<file path="config.mk">
export PLATFORM = sky130hd
export DESIGN_NAME = prompt_sequencer_flat
export DESIGN_NICKNAME = d
export VERILOG_FILES = /design/src/rtl/prompt_sequencer_if.sv /design/src/rtl/prompt_sequencer.sv /design/src/flat_wrapper.sv
export SDC_FILE = /design/constraint.sdc
export NUM_CORES = 1
export LEC_CHECK = 0
export ABC_CLOCK_PERIOD_IN_PS = 2700
export BUFFER_PORTS_ARGS = -buffer_cell sky130_fd_sc_hd__buf_2
export CAP_MARGIN = 20
export CORE_ASPECT_RATIO = 0.7
export CORE_MARGIN = 4
export CORE_UTILIZATION = 50
export CTS_BUF_LIST = sky130_fd_sc_hd__clkbuf_8
export CTS_CLUSTER_SIZE = 14
export DETAILED_ROUTE_END_ITERATION = 7
export GPL_ROUTABILITY_DRIVEN = 0
export PLACE_DENSITY_LB_ADDON = 0.25
export SETUP_SLACK_MARGIN = 0.02
export SLEW_MARGIN = 0
export SYNTH_ARGS = -nofsm -noshare
export SYNTH_HDL_FRONTEND = slang
export SYNTH_SLANG_ARGS = --single-unit
</file>
<file path="constraint.sdc">
create_clock -name clk -period 2.7 [get_ports clk]
set_input_delay 0.54 -clock clk [delete_from_list [all_inputs] [get_ports clk]]
set_output_delay 0.54 -clock clk [all_outputs]
set_load 0.01 [all_outputs]
</file>
<file path="src/rtl/prompt_sequencer_if.sv">
// Bundle of game-side and checker-side signals around the prompt sequencer.
// master: the sequencer (drives en/val and the score display outputs).
// slave : the game FSM / button checker (drives start, done, correct).
interface prompt_sequencer_if;
   logic       start;
   logic       done;
   logic       correct;
   logic       en;
   logic [2:0] val;
   logic [7:0] score;
   logic [3:0] strikes;
   logic [7:0] round;
   logic       last_hit;
   logic       result_vld;
   logic       busy;
   logic       game_over;

   modport master (
      input  start, done, correct,
      output en, val, score, strikes, round, last_hit, result_vld, busy, game_over
   );

   modport slave (
      output start, done, correct,
      input  en, val, score, strikes, round, last_hit, result_vld, busy, game_over
   );
endinterface

</file>
<file path="src/rtl/prompt_sequencer.sv">
// Purpose: issues pseudo-random button prompts to the checker, retires each answer, keeps score.
// Latency: start -> en high 3 cycles; checker done low -> result_vld 1 cycle (registered).
// Backpressure: holds in RETIRE while done stays high; per-prompt timeout forces a miss.
// Ports: clk, rst (sync, active-high); bus (master modport): start/done/correct in,
//        en/val to checker, score/strikes/round/last_hit/result_vld/busy/game_over to display.
// Optional: define PROMPT_SPEEDUP_EN to shrink the timeout by TIMEOUT_CYC/16 per hit (floor TIMEOUT_CYC/4).
module prompt_sequencer #(
   parameter int         ROUNDS      = 16,
   parameter int         MAX_STRIKES = 3,
   parameter int         TIMEOUT_CYC = 50000000,
   parameter int         GAP_CYC     = 25000000,
   parameter int         CNT_W       = 26,
   parameter logic [7:0] SEED        = 8'hA5
) (
   input  logic                clk,
   input  logic                rst,
   prompt_sequencer_if.master  bus
);

   typedef enum logic [2:0] {
      S_IDLE, S_GEN, S_ISSUE, S_WAIT, S_RETIRE, S_GAP, S_OVER
   } state_t;

   localparam logic [CNT_W-1:0] GAP_LAST   = CNT_W'(GAP_CYC - 1);
   localparam logic [CNT_W-1:0] CNT_ONE    = CNT_W'(1);
   localparam logic [3:0]       STRIKE_LIM = 4'(MAX_STRIKES);
   localparam logic [7:0]       ROUND_LIM  = 8'(ROUNDS);

   state_t           r_state, w_state_nxt;
   logic [7:0]       r_lfsr;
   logic [CNT_W-1:0] r_cnt;
   logic             r_hit;        // sticky hit flag in WAIT, then holds the prompt result
   logic             r_en;
   logic [2:0]       r_val;
   logic [7:0]       r_score;
   logic [3:0]       r_strikes;
   logic [7:0]       r_round;
   logic             r_last_hit;
   logic             r_result_vld;

   logic             w_fb;
   logic             w_start_game;
   logic             w_retire;
   logic             w_timeout;
   logic [CNT_W-1:0] w_to_last;
   logic [7:0]       w_score_nxt;
   logic [3:0]       w_strikes_nxt;

   assign w_fb          = r_lfsr[7] ^ r_lfsr[5] ^ r_lfsr[4] ^ r_lfsr[3];
   assign w_start_game  = ((r_state == S_IDLE) || (r_state == S_OVER)) && bus.start;
   assign w_retire      = (r_state == S_RETIRE) && !bus.done;
   assign w_timeout     = (r_cnt == w_to_last);
   assign w_score_nxt   = (r_hit && (r_score != 8'hFF)) ? r_score + 8'd1 : r_score;
   assign w_strikes_nxt = (!r_hit && (r_strikes != 4'hF)) ? r_strikes + 4'd1 : r_strikes;

`ifdef PROMPT_SPEEDUP_EN
   localparam logic [CNT_W-1:0] TO_FULL  = CNT_W'(TIMEOUT_CYC);
   localparam logic [CNT_W-1:0] TO_STEP  = CNT_W'(TIMEOUT_CYC / 16);
   localparam logic [CNT_W-1:0] TO_FLOOR = CNT_W'(TIMEOUT_CYC / 4);

   logic [CNT_W-1:0] r_timeout;

   assign w_to_last = r_timeout - CNT_ONE;

   always_ff @(posedge clk) begin
      if (rst || w_start_game) begin
         r_timeout <= TO_FULL;
      end else if (w_retire && r_hit) begin
         r_timeout <= (r_timeout >= TO_FLOOR + TO_STEP) ? r_timeout - TO_STEP : TO_FLOOR;
      end
   end
`else
   assign w_to_last = CNT_W'(TIMEOUT_CYC - 1);
`endif

   always_ff @(posedge clk) begin
      if (rst) r_state <= S_IDLE;
      else     r_state <= w_state_nxt;
   end

   always_comb begin
      w_state_nxt = r_state;
      case (r_state)
         S_IDLE, S_OVER: if (bus.start) w_state_nxt = S_GEN;
         S_GEN:          w_state_nxt = S_ISSUE;
         S_ISSUE:        w_state_nxt = S_WAIT;
         S_WAIT:         if (bus.done || w_timeout) w_state_nxt = S_RETIRE;
         S_RETIRE: begin
            if (!bus.done) begin
               if ((w_strikes_nxt >= STRIKE_LIM) || (r_round == ROUND_LIM)) w_state_nxt = S_OVER;
               else                                                         w_state_nxt = S_GAP;
            end
         end
         S_GAP:          if (r_cnt == GAP_LAST) w_state_nxt = S_GEN;
         default:        w_state_nxt = S_IDLE;
      endcase
   end

   always_ff @(posedge clk) begin
      if (rst) begin
         r_lfsr       <= SEED;
         r_cnt        <= '0;
         r_hit        <= 1'b0;
         r_en         <= 1'b0;
         r_val        <= 3'd0;
         r_score      <= 8'd0;
         r_strikes    <= 4'd0;
         r_round      <= 8'd0;
         r_last_hit   <= 1'b0;
         r_result_vld <= 1'b0;
      end else begin
         r_lfsr       <= {r_lfsr[6:0], w_fb};
         r_result_vld <= 1'b0;
         case (r_state)
            S_IDLE, S_OVER: begin
               if (bus.start) begin
                  r_score    <= 8'd0;
                  r_strikes  <= 4'd0;
                  r_round    <= 8'd0;
                  r_last_hit <= 1'b0;
               end
            end
            S_GEN: begin
               // Code 0 is not a button, so it folds onto A.
               r_val   <= (r_lfsr[2:0] == 3'd0) ? 3'd1 : r_lfsr[2:0];
               r_round <= (r_round != 8'hFF) ? r_round + 8'd1 : r_round;
               r_cnt   <= '0;
               r_hit   <= 1'b0;
            end
            S_ISSUE: r_en <= 1'b1;
            S_WAIT: begin
               r_cnt <= r_cnt + CNT_ONE;
               if (bus.correct) r_hit <= 1'b1;
               // done wins over a coincident timeout; correct in the done cycle still counts.
               if (bus.done) begin
                  r_hit <= r_hit | bus.correct;
                  r_en  <= 1'b0;
               end else if (w_timeout) begin
                  r_hit <= 1'b0;
                  r_en  <= 1'b0;
               end
            end
            S_RETIRE: begin
               if (!bus.done) begin
                  r_result_vld <= 1'b1;
                  r_last_hit   <= r_hit;
                  r_score      <= w_score_nxt;
                  r_strikes    <= w_strikes_nxt;
                  r_cnt        <= '0;
               end
            end
            S_GAP:   r_cnt <= r_cnt + CNT_ONE;
            default: r_en  <= 1'b0;
         endcase
      end
   end

   assign bus.en         = r_en;
   assign bus.val        = r_val;
   assign bus.score      = r_score;
   assign bus.strikes    = r_strikes;
   assign bus.round      = r_round;
   assign bus.last_hit   = r_last_hit;
   assign bus.result_vld = r_result_vld;
   assign bus.busy       = (r_state != S_IDLE) && (r_state != S_OVER);
   assign bus.game_over  = (r_state == S_OVER);

endmodule

</file>
<file path="src/flat_wrapper.sv">
// flat-port wrapper written by rule: the top's interface ports become plain ports
module prompt_sequencer_flat 
#(
   parameter int         ROUNDS      = 16,
   parameter int         MAX_STRIKES = 3,
   parameter int         TIMEOUT_CYC = 50000000,
   parameter int         GAP_CYC     = 25000000,
   parameter int         CNT_W       = 26,
   parameter logic [7:0] SEED        = 8'hA5
)
  (clk, rst, bus_start, bus_done, bus_correct, bus_en, bus_val, bus_score, bus_strikes, bus_round, bus_last_hit, bus_result_vld, bus_busy, bus_game_over);
  prompt_sequencer_if bus_i ();
  input  logic clk;
  input  logic rst;
  input wire logic [$bits(bus_i.start)-1:0] bus_start;
  input wire logic [$bits(bus_i.done)-1:0] bus_done;
  input wire logic [$bits(bus_i.correct)-1:0] bus_correct;
  output wire logic [$bits(bus_i.en)-1:0] bus_en;
  output wire logic [$bits(bus_i.val)-1:0] bus_val;
  output wire logic [$bits(bus_i.score)-1:0] bus_score;
  output wire logic [$bits(bus_i.strikes)-1:0] bus_strikes;
  output wire logic [$bits(bus_i.round)-1:0] bus_round;
  output wire logic [$bits(bus_i.last_hit)-1:0] bus_last_hit;
  output wire logic [$bits(bus_i.result_vld)-1:0] bus_result_vld;
  output wire logic [$bits(bus_i.busy)-1:0] bus_busy;
  output wire logic [$bits(bus_i.game_over)-1:0] bus_game_over;
  assign bus_i.start = bus_start;
  assign bus_i.done = bus_done;
  assign bus_i.correct = bus_correct;
  assign bus_en = bus_i.en;
  assign bus_val = bus_i.val;
  assign bus_score = bus_i.score;
  assign bus_strikes = bus_i.strikes;
  assign bus_round = bus_i.round;
  assign bus_last_hit = bus_i.last_hit;
  assign bus_result_vld = bus_i.result_vld;
  assign bus_busy = bus_i.busy;
  assign bus_game_over = bus_i.game_over;
  prompt_sequencer #(.ROUNDS(ROUNDS), .MAX_STRIKES(MAX_STRIKES), .TIMEOUT_CYC(TIMEOUT_CYC), .GAP_CYC(GAP_CYC), .CNT_W(CNT_W), .SEED(SEED)) u_core (.clk(clk), .rst(rst), .bus(bus_i));
endmodule
</file>
; After elaboration in Yosys (flattened, before gate mapping)
; Cells that the tools add are included.
[word_totals]
ff_bits = 64
latchBits = 0
ramBits = 0
romBits = 0
out_inout_bits = 28
memories = 0
[op_classes]
add_sub_neg = 4
n_mul = 0
n_div = 0
order_cmp = 1
eq_ne = 21
n_shift = 0
muxes = 30
n_bitwise = 6
reduce_logical = 24
[op_table]
columns = operator, count
row1 = $pmux W26 S3, 1
row2 = $mux W8, 4
row3 = $pmux W8 S2, 2
row4 = $add A26 B1 Y26 const B, 1
row5 = $eq A26 B25 Y1 const B, 1
row6 = $eq A26 B26 Y1 const B, 1
row7 = $mux W26, 1
row8 = $pmux W3 S6, 1
row9 = $add A8 B1 Y8 const B, 2
row10 = $ne A8 B8 Y1 const B, 2
row11 = $mux W3, 5
row12 = $mux W4, 3
row13 = $eq A3 B3 Y1 const B, 3
row14 = $eq A8 B5 Y1 const B, 1
row15 = $mux W1, 8
row16 = $pmux W4 S2, 1
row17 = $reduce_and A4 Y1, 2
row18 = $eq A3 B2 Y1 const B, 2
row19 = $logic_not A3 Y1, 2
row20 = $ne A2 B1 Y1 const B, 3
row21 = $ne A2 B2 Y1 const B, 3
row22 = $reduce_and A2 Y1, 3
row23 = $reduce_and A3 Y1, 2
row24 = $reduce_bool A2 Y1, 3
row25 = other kinds (19), 29

; Depth between registers and ports, before layout
; Gate-level depths: netlist of run 1.
[logic_depth]
depth_word = 8
depth_mapped = 7
ltp_nobuf = 7

; Worst setup path before layout of run 1
; OpenSTA, ideal clock, no wires.
[synth_path]
path_kind = input -> register
from = input bus_done
to = register u_core.r_cnt[21]
setup_ps = 71
t_arrival_ps = 1771
required_ps = 2629
path_slack_ps = 858
stages = 5
n_path_buf = 0
path_cell_list = nor2b_1 o2111ai_1 or4_4 or3_1 a21oi_1
[synth_between]
elab_chain_cells = 2
[synth_lines]
columns = item, line_no
row1 = start: declaration, flat_wrapper.sv:16  ; input wire logic [$bits(bus_i.done)-1:0] bus_done;
row2 = $ne A2 B2 Y1 (no line), -
row3 = $reduce_and A2 Y1 (no line), -
row4 = end signal: assignment, prompt_sequencer.sv:132  ; r_cnt <= r_cnt + CNT_ONE;
row5 = end signal: assignment, prompt_sequencer.sv:152  ; S_GAP: r_cnt <= r_cnt + CNT_ONE;
row6 = end: declaration, prompt_sequencer.sv:31  ; logic [CNT_W-1:0] r_cnt;
; No other way between the ends.
; A chain may end at the register's enable or synchronous reset.

; Final worst setup path of run 1
[layout_path]
from = register u_core.r_state[2]
to = output bus_busy
[layout_between]
elab_chain_cells = 2
[layout_lines]
columns = item, line_no
row1 = start: declaration, prompt_sequencer.sv:29  ; state_t r_state, w_state_nxt;
row2 = start signal: assignment, prompt_sequencer.sv:78  ; else r_state <= w_state_nxt;
row3 = $ne A3 B3 Y1 / $reduce_bool A3 Y1 (equally long branches), prompt_sequencer.sv:165  ; assign bus.busy = (r_state != S_IDLE) && (r_state != S_OVER);
row4 = $logic_and A1 B1 Y1 *, prompt_sequencer.sv:165
row5 = end: declaration, flat_wrapper.sv:25  ; output wire logic [$bits(bus_i.busy)-1:0] bus_busy;
; Every way passes the cells marked *; elsewhere a longest branch is shown, timed or not.

==> results.sh, run 1 <==
export IMPL_outcome="finished clean"
export IMPL_finalCritPeriodShare=0.9292
export IMPL_min_path_type="reg -> reg"
export IMPL_slowest_stage="dfxtp_1"
export IMPL_path_cells="nor2b_1 -> nor3_1 -> clkinv_1 -> buf_2"
export IMPL_cts_hold_buf=0
export IMPL_port_buffers=32
export IMPL_crit_family="simple AND/OR/NAND/NOR gates"
export IMPL_wl_per_cell_um=14.05
export IMPL_drv_slew=0
export IMPL_yosysUniqueCellTypes=50
export IMPL_crit_path_start_kind="register"
export IMPL_yosysWarningCount=0
export IMPL_nNetsFinal=392
export IMPL_synth_avg_cell_area_um2=8.758
export IMPL_total_leakage_power_nw=1.274
export IMPL_cts_root_buf="clkbuf_8"
export IMPL_critPathKind="reg -> out"
export IMPL_ys_seq_elements=64
export IMPL_rsz0062_at_grt="false"
export IMPL_via_per_inst=5.487
export IMPL_antenna_found_initial=0
export IMPL_start_util=0.5228
export IMPL_drv_cap=0
export IMPL_end_kind="output pin"
export IMPL_cts_tree="done"
export IMPL_async_flop_share=0
export IMPL_slew_headroom=0.4583
export IMPL_worst_pin_slew_ps=811.8
export IMPL_synth_mux_area_frac=0.01976
export IMPL_worstHoldStart="u_core.r_lfsr[6]"
export IMPL_synth_compound_area_frac=0.1136
export IMPL_gr_total_overflow=0
export IMPL_synth_edf_count=0
export IMPL_setup_viol=0
export IMPL_grt_pass1_vias=2268
export IMPL_cts_buffers=9
export IMPL_n_antenna_cell=0
export IMPL_min_path_cells=1
export IMPL_cp_max_fo=11
export IMPL_route_antenna_remaining_nets=0
export IMPL_grt_start_max_net_pins=27
export IMPL_drt_iter0_drc=158
export IMPL_dp_hpwl_um=4493
export IMPL_r2r_start="u_core.r_state[2]"
export IMPL_critPathArrivalTime_ps=1970
export IMPL_clk_pin_slew_worst_paths_ps=70
export IMPL_synthSimpleGateAreaFrac=0.2832
export IMPL_clk_path_buf_depth=2
export IMPL_syn_to_final_growth_pct=14.24
export IMPL_cts_sinks=64
export IMPL_die_h_um=73.23
export IMPL_synth_area_um2=3039
export IMPL_synth_top_family_by_area="simple AND/OR/NAND/NOR gates"
export IMPL_worstReg2RegEnd="u_core.r_cnt[21]"
export IMPL_grt_usage=0.1896
export IMPL_period_minus_slack_ps=2509
export IMPL_drtPass1Iterations=4
export IMPL_std_cell_rows=23
export IMPL_worstSkewPairLatency_ps=340
export IMPL_regToRegSetupSlack_ps=580
export IMPL_synth_nets=357
export IMPL_num_vias=2535
export IMPL_wl_um=6491
export IMPL_setup_tns_ps=0
export IMPL_power_density_nw_per_um2=622.1
export IMPL_drc=0
export IMPL_drive_above_1_share=0.1576
export IMPL_netlist_instances=347
export IMPL_path_buf_inv=2
export IMPL_reg2regPathDepth=5
export IMPL_pin_count=33
export IMPL_irDropWorstVdd_mv=0.4108
export IMPL_whs_ps=413.7
export IMPL_hold_viol_final=0
export IMPL_coreArea_um2=5813
export IMPL_dieArea_um2=7410
export IMPL_fin_util=0.5973
export IMPL_grt_pass1_wl_um=11080
export IMPL_fp_dieW_um=101.2
export IMPL_cts_max_level=3
export IMPL_synth_xor_area_frac=0.1182
export IMPL_synth_adder_area_share=0.02058
export IMPL_cp_slowest_stage_delay_ps=420
export IMPL_min_to="u_core.r_lfsr[7]"
export IMPL_seq_area_frac_synth=0.4216
export IMPL_fin_skew_ps=8.475
export IMPL_required_ps=2160
export IMPL_synth_ff_type="dfxtp_1"
export IMPL_clock_fmax_mhz=398.6
==> placed cells by master, fill, tap and decap left out, types with 4 or more instances in the layout <==
cell type	synthesis	layout
nand2_1	20	20
clkbuf_8	0	11
ha_1	5	5
a31oi_1	6	6
nor2_1	60	60
or2_2	4	4
nor3_1	9	9
inv_1	5	5
a211oi_1	10	10
a21oi_1	14	14
nand4_1	10	10
mux2i_1	6	6
and3_1	5	5
nand3_1	11	11
and4_1	4	4
xnor2_1	28	28
buf_2	5	32
nor4_1	7	7
o21ai_0	5	5
or3_1	4	4
nor2b_1	9	9
dfxtp_1	64	63
xor2_1	13	13
==> cells by family (layout without fill, tap and decap cells) <==
family                   count (synthesis)  after routing
AO/OA/AOI/OAI                           51             51
XOR/XNOR                                41             41
adder cells (fa/ha/maj)                  5              5
buffers and inverters                   17             57
flip-flops                              64             64
multiplexers                             6              6
AND/OR/NAND/NOR                        163            163
==> cells in the mapped netlist, drive strengths merged, types with 3 or more instances <==
master   count  area share
nand2b       3      0.0062
nor4         7       0.014
inv          5      0.0062
a211oi      10       0.025
nor3         9       0.015
buf          6      0.0095
o21ai        5      0.0082
o2111ai      3      0.0086
a21oi       14       0.023
dfxtp       64        0.42
nand2       20       0.025
and3         6       0.013
ha           5       0.021
and4         5       0.015
clkbuf       4      0.0049
o21bai       3      0.0074
a31oi        6       0.012
or3          4      0.0082
mux2i        6       0.020
nand3       12       0.024
or4          3      0.0086
xnor2       28       0.081
nor2        60       0.074
or2          4      0.0082
nor2b        9       0.019
nand4       10       0.021
xor2        13       0.037
==> area by class of cell <==
class                      instances  area, µm²
timing repair buffer              34      175.2
fill                             535       2341
inverter                           7      26.28
sequential                        64       1282
clock inverter                     5      55.05
clock buffer                      11      151.4
multi-input combinational        266       1688
tap                               75      93.84
==> what timing repair did <==
action | 4_1_cts | 5_1_grt
gates resized for setup | 0 | 1
endpoints found under the setup margin | 0 | 1
setup buffers | 0 | 0
==> how the worst max path moves through the flow <==
stage                                  from               end  slack [ps]  depth (start not counted)
after detailed placement  u_core.r_state[1]          bus_busy         480                          4
after CTS                 u_core.r_state[1]          bus_busy         110                          4
after floorplan                    bus_done  u_core.r_cnt[21]         860                          5
after global routing      u_core.r_state[2]          bus_busy          70                          4
final                     u_core.r_state[2]          bus_busy         190                          4
after global placement             bus_done  u_core.r_cnt[22]         530                          6
==> sequential cells by signal, indices dropped and copies added (netlist names), 3 cells and up <==
register            cells
u_core.bus.round        8
u_core.bus.score        8
u_core.bus.strikes      4
u_core.bus.val          3
u_core.r_cnt           26
u_core.r_lfsr           8
u_core.r_state          3
==> routing by layer <==
| metal | GRT usage | wire length (µm) |
|---|---|---|
| met1 | 0.2818 | 3386 |
| met2 | 0.2565 | 2676 |
| met3 | 0.05731 | 374 |
| met4 | 0.06637 | 53 |
| met5 | 0 | 0 |
==> worst reg2reg max path: stages, from the launching register on <==
cell and delay, ps:
dfxtp_1 550, nor2b_1 310, o2111ai_1 220, or4_4 500
or3_1 320, a21oi_1 160
==> power breakdown <==
group          internal [mW]  switching (mW)  total, mW
combinational          0.108           0.165      0.274
sequential             0.986          0.0518       1.04
clock                  0.473           0.375      0.849
total                   1.57           0.592       2.16
==> through the flow <==
stage                     std cells  total power [mW]  setup WS (ps)  instance area [µm²]
after global placement          446             1.325          533.8                 3264
after detailed placement        446             1.330          484.2                 3264
after CTS                       462             2.180          106.1                 3471
after global routing            462             2.266          73.93                 3472
after floorplan                 347             1.251          857.9                 3039
final                           462             2.160          191.0                 3472
(Power assumes the default switching activity.)
==> inputs of run 2 (changes only) <==
- PLACE_DENSITY: not set -> 0.68
- PLACE_DENSITY_LB_ADDON: 0.25 -> not set
- RECOVER_POWER: not set -> 50
==> results.sh, run 2 (synthesized netlist as in run 1, its figures left out) <==
export IMPL_outcome="finished clean"
export IMPL_min_path_type="reg -> reg"
export IMPL_setup_viol=0
export IMPL_largest_register_ffs=26
export IMPL_critPathArrivalTime_ps=1870
export IMPL_num_vias=2512
export IMPL_mostFrequentLayoutCells="dfxtp_1 (64), nor2_1 (60), clkbuf_1 (29)"
export IMPL_route_antenna_remaining_nets=0
export IMPL_crit_path_start_kind="register"
export IMPL_grt_pass1_wl_um=10930
export IMPL_internal_power_mw=1.554
export IMPL_dp_cells=446
export IMPL_pwr_share_seq=0.491
export IMPL_end_kind="output pin"
export IMPL_fin_skew_ps=8.214
export IMPL_power_frac_clock=0.383
export IMPL_clk_pin_slew_worst_paths_ps=70
export IMPL_slew_headroom=0.3002
export IMPL_dp_hpwl_um=4488
export IMPL_cts_sinks=64
export IMPL_fp_dieW_um=101.2
export IMPL_die_h_um=73.23
export IMPL_dieArea_um2=7410
export IMPL_clk_path_buf_depth=2
export IMPL_grt_pass1_vias=2230
export IMPL_grt_start_max_net_pins=27
export IMPL_drtPass1Iterations=4
export IMPL_via_per_inst=5.437
export IMPL_start_util=0.5228
export IMPL_drive_above_1_share=0.07494
export IMPL_cts_root_buf="clkbuf_8"
export IMPL_power_density_nw_per_um2=616.9
export IMPL_total_leakage_power_nw=1.158
export IMPL_drt_iter0_drc=159
export IMPL_required_ps=2160
export IMPL_largest_register="u_core.r_cnt"
export IMPL_p_sw_frac=0.2643
export IMPL_fillers=552
export IMPL_cts_buffers=9
export IMPL_dp_slack_ps=441.1
export IMPL_drv_cap=0
export IMPL_drc=0
export IMPL_layout_setup_ws_ps=292.1
export IMPL_antenna_found_initial=0
export IMPL_cp_max_fo=13
export IMPL_fin_util=0.5891
export IMPL_coreArea_um2=5813
export IMPL_n_antenna_cell=0
export IMPL_worstSkewPairLatency_ps=330
export IMPL_cts_max_level=3
export IMPL_setup_tns_ps=0
export IMPL_syn_to_final_growth_pct=12.68
export IMPL_comb_power_share=0.127
export IMPL_hold_viol_final=0
export IMPL_std_cell_rows=23
export IMPL_pin_count=33
export IMPL_clock_fmax_mhz=415.3
export IMPL_critPathKind="reg -> out"
export IMPL_nNetsFinal=392
export IMPL_fin_cells=462
export IMPL_layout_commonest_cell="dfxtp_1"
export IMPL_finalCritPeriodShare=0.8918
export IMPL_irDropWorstVdd_mv=0.3871
export IMPL_rsz0062_at_grt="false"
export IMPL_wl_um=6373
export IMPL_port_buffers=32
export IMPL_switchingPower_uw=558.3
export IMPL_wl_per_cell_um=13.79
export IMPL_cts_tree="done"
export IMPL_drv_slew=0
export IMPL_regToRegSetupSlack_ps=440
export IMPL_worst_pin_slew_ps=1050
export IMPL_grt_usage=0.1831
export IMPL_period_minus_slack_ps=2408
export IMPL_gr_total_overflow=0
-- run 2: power by group through the flow --
| stage | clock network, mW | registers (mW) | logic (mW) |
|---|---|---|---|
| after global routing | 0.881 | 1.04 | 0.300 |
| after CTS | 0.836 | 1.04 | 0.276 |
| final | 0.809 | 1.04 | 0.267 |
| after floorplan | 0 | 1.04 | 0.207 |
| after global placement | 0 | 1.05 | 0.272 |
| after detailed placement | 0 | 1.06 | 0.275 |
-- run 2: stage by stage --
step,power (mW),hold slack (ps),cell area [µm²]
detailed placement,1.332,397.9,3264
CTS,2.148,415.6,3463
global route,2.225,420.3,3425
floorplan,1.251,389.5,3039
global placement,1.326,392.0,3264
finish,2.113,415.2,3425
-- run 2: worst paths after layout --
kind | endpoint | depth (start not counted) | from
max reg2reg | u_core.bus.round[3] | 6 | u_core.r_state[0]
min | u_core.r_lfsr[7] | 1 | u_core.r_lfsr[6]
max | bus_busy | 4 | u_core.r_state[1]
min reg2reg | u_core.r_lfsr[7] | 1 | u_core.r_lfsr[6]
-- run 2: timing repair --
action | CTS | global route
buffers inserted | 0 | 0
hold buffers | 0 | 0
resized for setup | 0 | 1
setup endpoints to repair | 0 | 1
-- run 2: layer usage --
| layer | global-route usage | wire (µm) | up-vias |
|---|---|---|---|
| met4 | 0.05752 | 26 | 0 |
| met1 | 0.2762 | 3429 | 1170 |
| met5 | 0 | 0 | - |
| li1 | - | - | 1300 |
| met3 | 0.04871 | 280 | 2 |
| met2 | 0.2507 | 2637 | 40 |
-- run 2: worst max-delay path, cell delays in order, from the launching register on --
cell and delay, ps:
dfxtp_1 570, nor2b_1 190, nor3_2 300, clkinv_1 270
buf_2 210
-- run 2: layout make-up --
class	count	area, µm²	share of cell area
clock buffers	11	151.4	0.04421
clock inverters	5	47.55	0.01388
inverters	7	26.28	0.007673
multi-input cells	266	1688	0.4929
flip-flops and latches	64	1281	0.3741
well taps	75	93.84	0.02740
repair buffers	34	136.4	0.03982
==> inputs of run 3 (changes only) <==
- ABC_CLOCK_PERIOD_IN_PS: 2700 -> 2650
- clock period: 2.7 -> 2.65 ns (I/O delays scaled with it)
==> results.sh, run 3 (synthesized netlist as in run 1, its figures left out) <==
export IMPL_drtPass1Iterations=5
export IMPL_die_h_um=73.23
export IMPL_cts_max_level=3
export IMPL_crit_start="u_core.r_state[2]"
export IMPL_required_ps=2120
export IMPL_num_vias=2565
export IMPL_largest_register="u_core.r_cnt"
export IMPL_fillers=531
export IMPL_port_buffers=32
export IMPL_rsz0062_at_grt="false"
export IMPL_path_cells="nor2b_1 -> nor3_1 -> clkinv_1 -> buf_2"
export IMPL_clock_fmax_mhz=418.0
export IMPL_drt_iter0_drc=166
export IMPL_route_antenna_remaining_nets=0
export IMPL_outcome="finished clean"
export IMPL_postCtsSetupBuffers=0
export IMPL_worstSkewPairLatency_ps=340
export IMPL_clk_path_buf_depth=2
export IMPL_setup_viol=0
export IMPL_coreArea_um2=5813
export IMPL_cp_slowest_stage_delay_ps=420
export IMPL_cts_root_buf="clkbuf_8"
export IMPL_total_power_mw=2.347
export IMPL_critPathArrivalTime_ps=1860
export IMPL_irDropWorstVdd_mv=0.4239
export IMPL_fp_dieW_um=101.2
export IMPL_min_path_type="reg -> reg"
export IMPL_grt_pass1_wl_um=11360
export IMPL_start_util=0.5228
export IMPL_power_density_nw_per_um2=676.0
export IMPL_wl_per_cell_um=14.46
export IMPL_cts_tree="done"
export IMPL_slew_headroom=0.2669
export IMPL_dp_cells=447
export IMPL_dp_hpwl_um=4576
export IMPL_drv_slew=0
export IMPL_total_leakage_power_nw=1.166
export IMPL_cp_max_fo=11
export IMPL_wl_um=6694
export IMPL_crit_path_start_kind="register"
export IMPL_grt_start_max_net_pins=27
export IMPL_antenna_found_initial=0
export IMPL_std_cell_rows=23
export IMPL_end_kind="output pin"
export IMPL_worstHoldStart="u_core.r_lfsr[6]"
export IMPL_drc=0
export IMPL_mostFrequentLayoutCells="dfxtp_1 (63), nor2_1 (60), clkbuf_1 (29)"
export IMPL_cts_hold_buf=0
export IMPL_layout_commonest_cell="dfxtp_1"
export IMPL_pin_count=33
export IMPL_period_minus_slack_ps=2392
export IMPL_n_antenna_cell=0
export IMPL_fin_skew_ps=6.689
export IMPL_clk_pin_slew_worst_paths_ps=70
export IMPL_worst_pin_slew_ps=1100
export IMPL_cts_buffers=9
export IMPL_grt_usage=0.1949
export IMPL_hold_viol_final=0
export IMPL_fin_cells=463
export IMPL_slowest_stage="dfxtp_1"
export IMPL_setup_tns_ps=0
export IMPL_largest_register_ffs=26
export IMPL_gr_total_overflow=0
export IMPL_critPathKind="reg -> out"
export IMPL_cts_sinks=64
export IMPL_drive_above_1_share=0.08247
export IMPL_via_per_inst=5.540
export IMPL_syn_to_final_growth_pct=14.24
export IMPL_r2r_start="u_core.r_state[0]"
export IMPL_drv_cap=0
export IMPL_dieArea_um2=7410
export IMPL_grt_pass1_vias=2403
export IMPL_finalCritPeriodShare=0.9027
export IMPL_nNetsFinal=393
## run 3: cell types whose count changed in the layout (fill, tap and decap cells not counted), moves of 2 or more
cell	delta
clkbuf_8	-2
inv_1	-2
clkinvlp_4	+2
bufinv_16	+2
## run 3: worst paths after layout
path                                             to  slack [ps]  depth (start not counted)
worst max register to register  u_core.bus.round[3]         450                          6
worst min register to register     u_core.r_lfsr[7]         410                          1
worst min-delay path               u_core.r_lfsr[7]         410                          1
worst max-delay path                       bus_busy         260                          4
## run 3: per-stage QoR
step / cell area (µm²) / util / setup WS (ps) / hold WS [ps]
6_report: 3472 / 0.5973 / 257.8 / 411.4
3_5_place_dp: 3272 / 0.5629 / 487.5 / 396.2
2_1_floorplan: 3039 / - / 816.2 / 389.5
3_3_place_gp: 3272 / 0.5629 / 534.5 / 391.8
4_1_cts: 3515 / 0.6046 / 129.8 / 413.1
5_1_grt: 3472 / 0.5973 / 54.00 / 429.8
## run 3: final cells by class
| type | count | area [µm²] | share of cell area |
|---|---|---|---|
| well taps | 75 | 93.84 | 0.02703 |
| clock buffers | 9 | 123.9 | 0.03568 |
| clock inverters | 7 | 118.9 | 0.03423 |
| multi-input cells | 266 | 1683 | 0.4847 |
| inverters | 7 | 26.28 | 0.007568 |
| repair buffers | 35 | 143.9 | 0.04144 |
| flip-flops and latches | 64 | 1282 | 0.3694 |
## run 3: worst max-delay path, delay by kind of cell, from the launching register on
kind | cells | cell delay [ps]
AND/OR/NAND/NOR | 2 | 560
buffers and inverters | 2 | 530
flip-flops | 1 | 420
## run 3: where the power goes
| part | total (mW) | leakage (nW) | switching, mW | internal, mW |
|---|---|---|---|---|
| Sequential | 1.06 | 0.520 | 0.0524 | 1.00 |
| Clock | 1.02 | 0.116 | 0.390 | 0.626 |
| Combinational | 0.275 | 0.530 | 0.172 | 0.103 |
## run 3: timing repair
item | CTS | global route
endpoints found under the setup margin | 0 | 1
hold endpoints to repair | 0 | 0
resized for setup | 0 | 1
## run 3: layer usage
metal  global-route usage  vias to the layer above  routed length (µm)
met2               0.2739                       58                2767
met3              0.07259                        9                 386
met4              0.05900                        0                  77
met5                    0                        -                   0
met1               0.2768                     1196                3463
li1                     -                     1302                   -
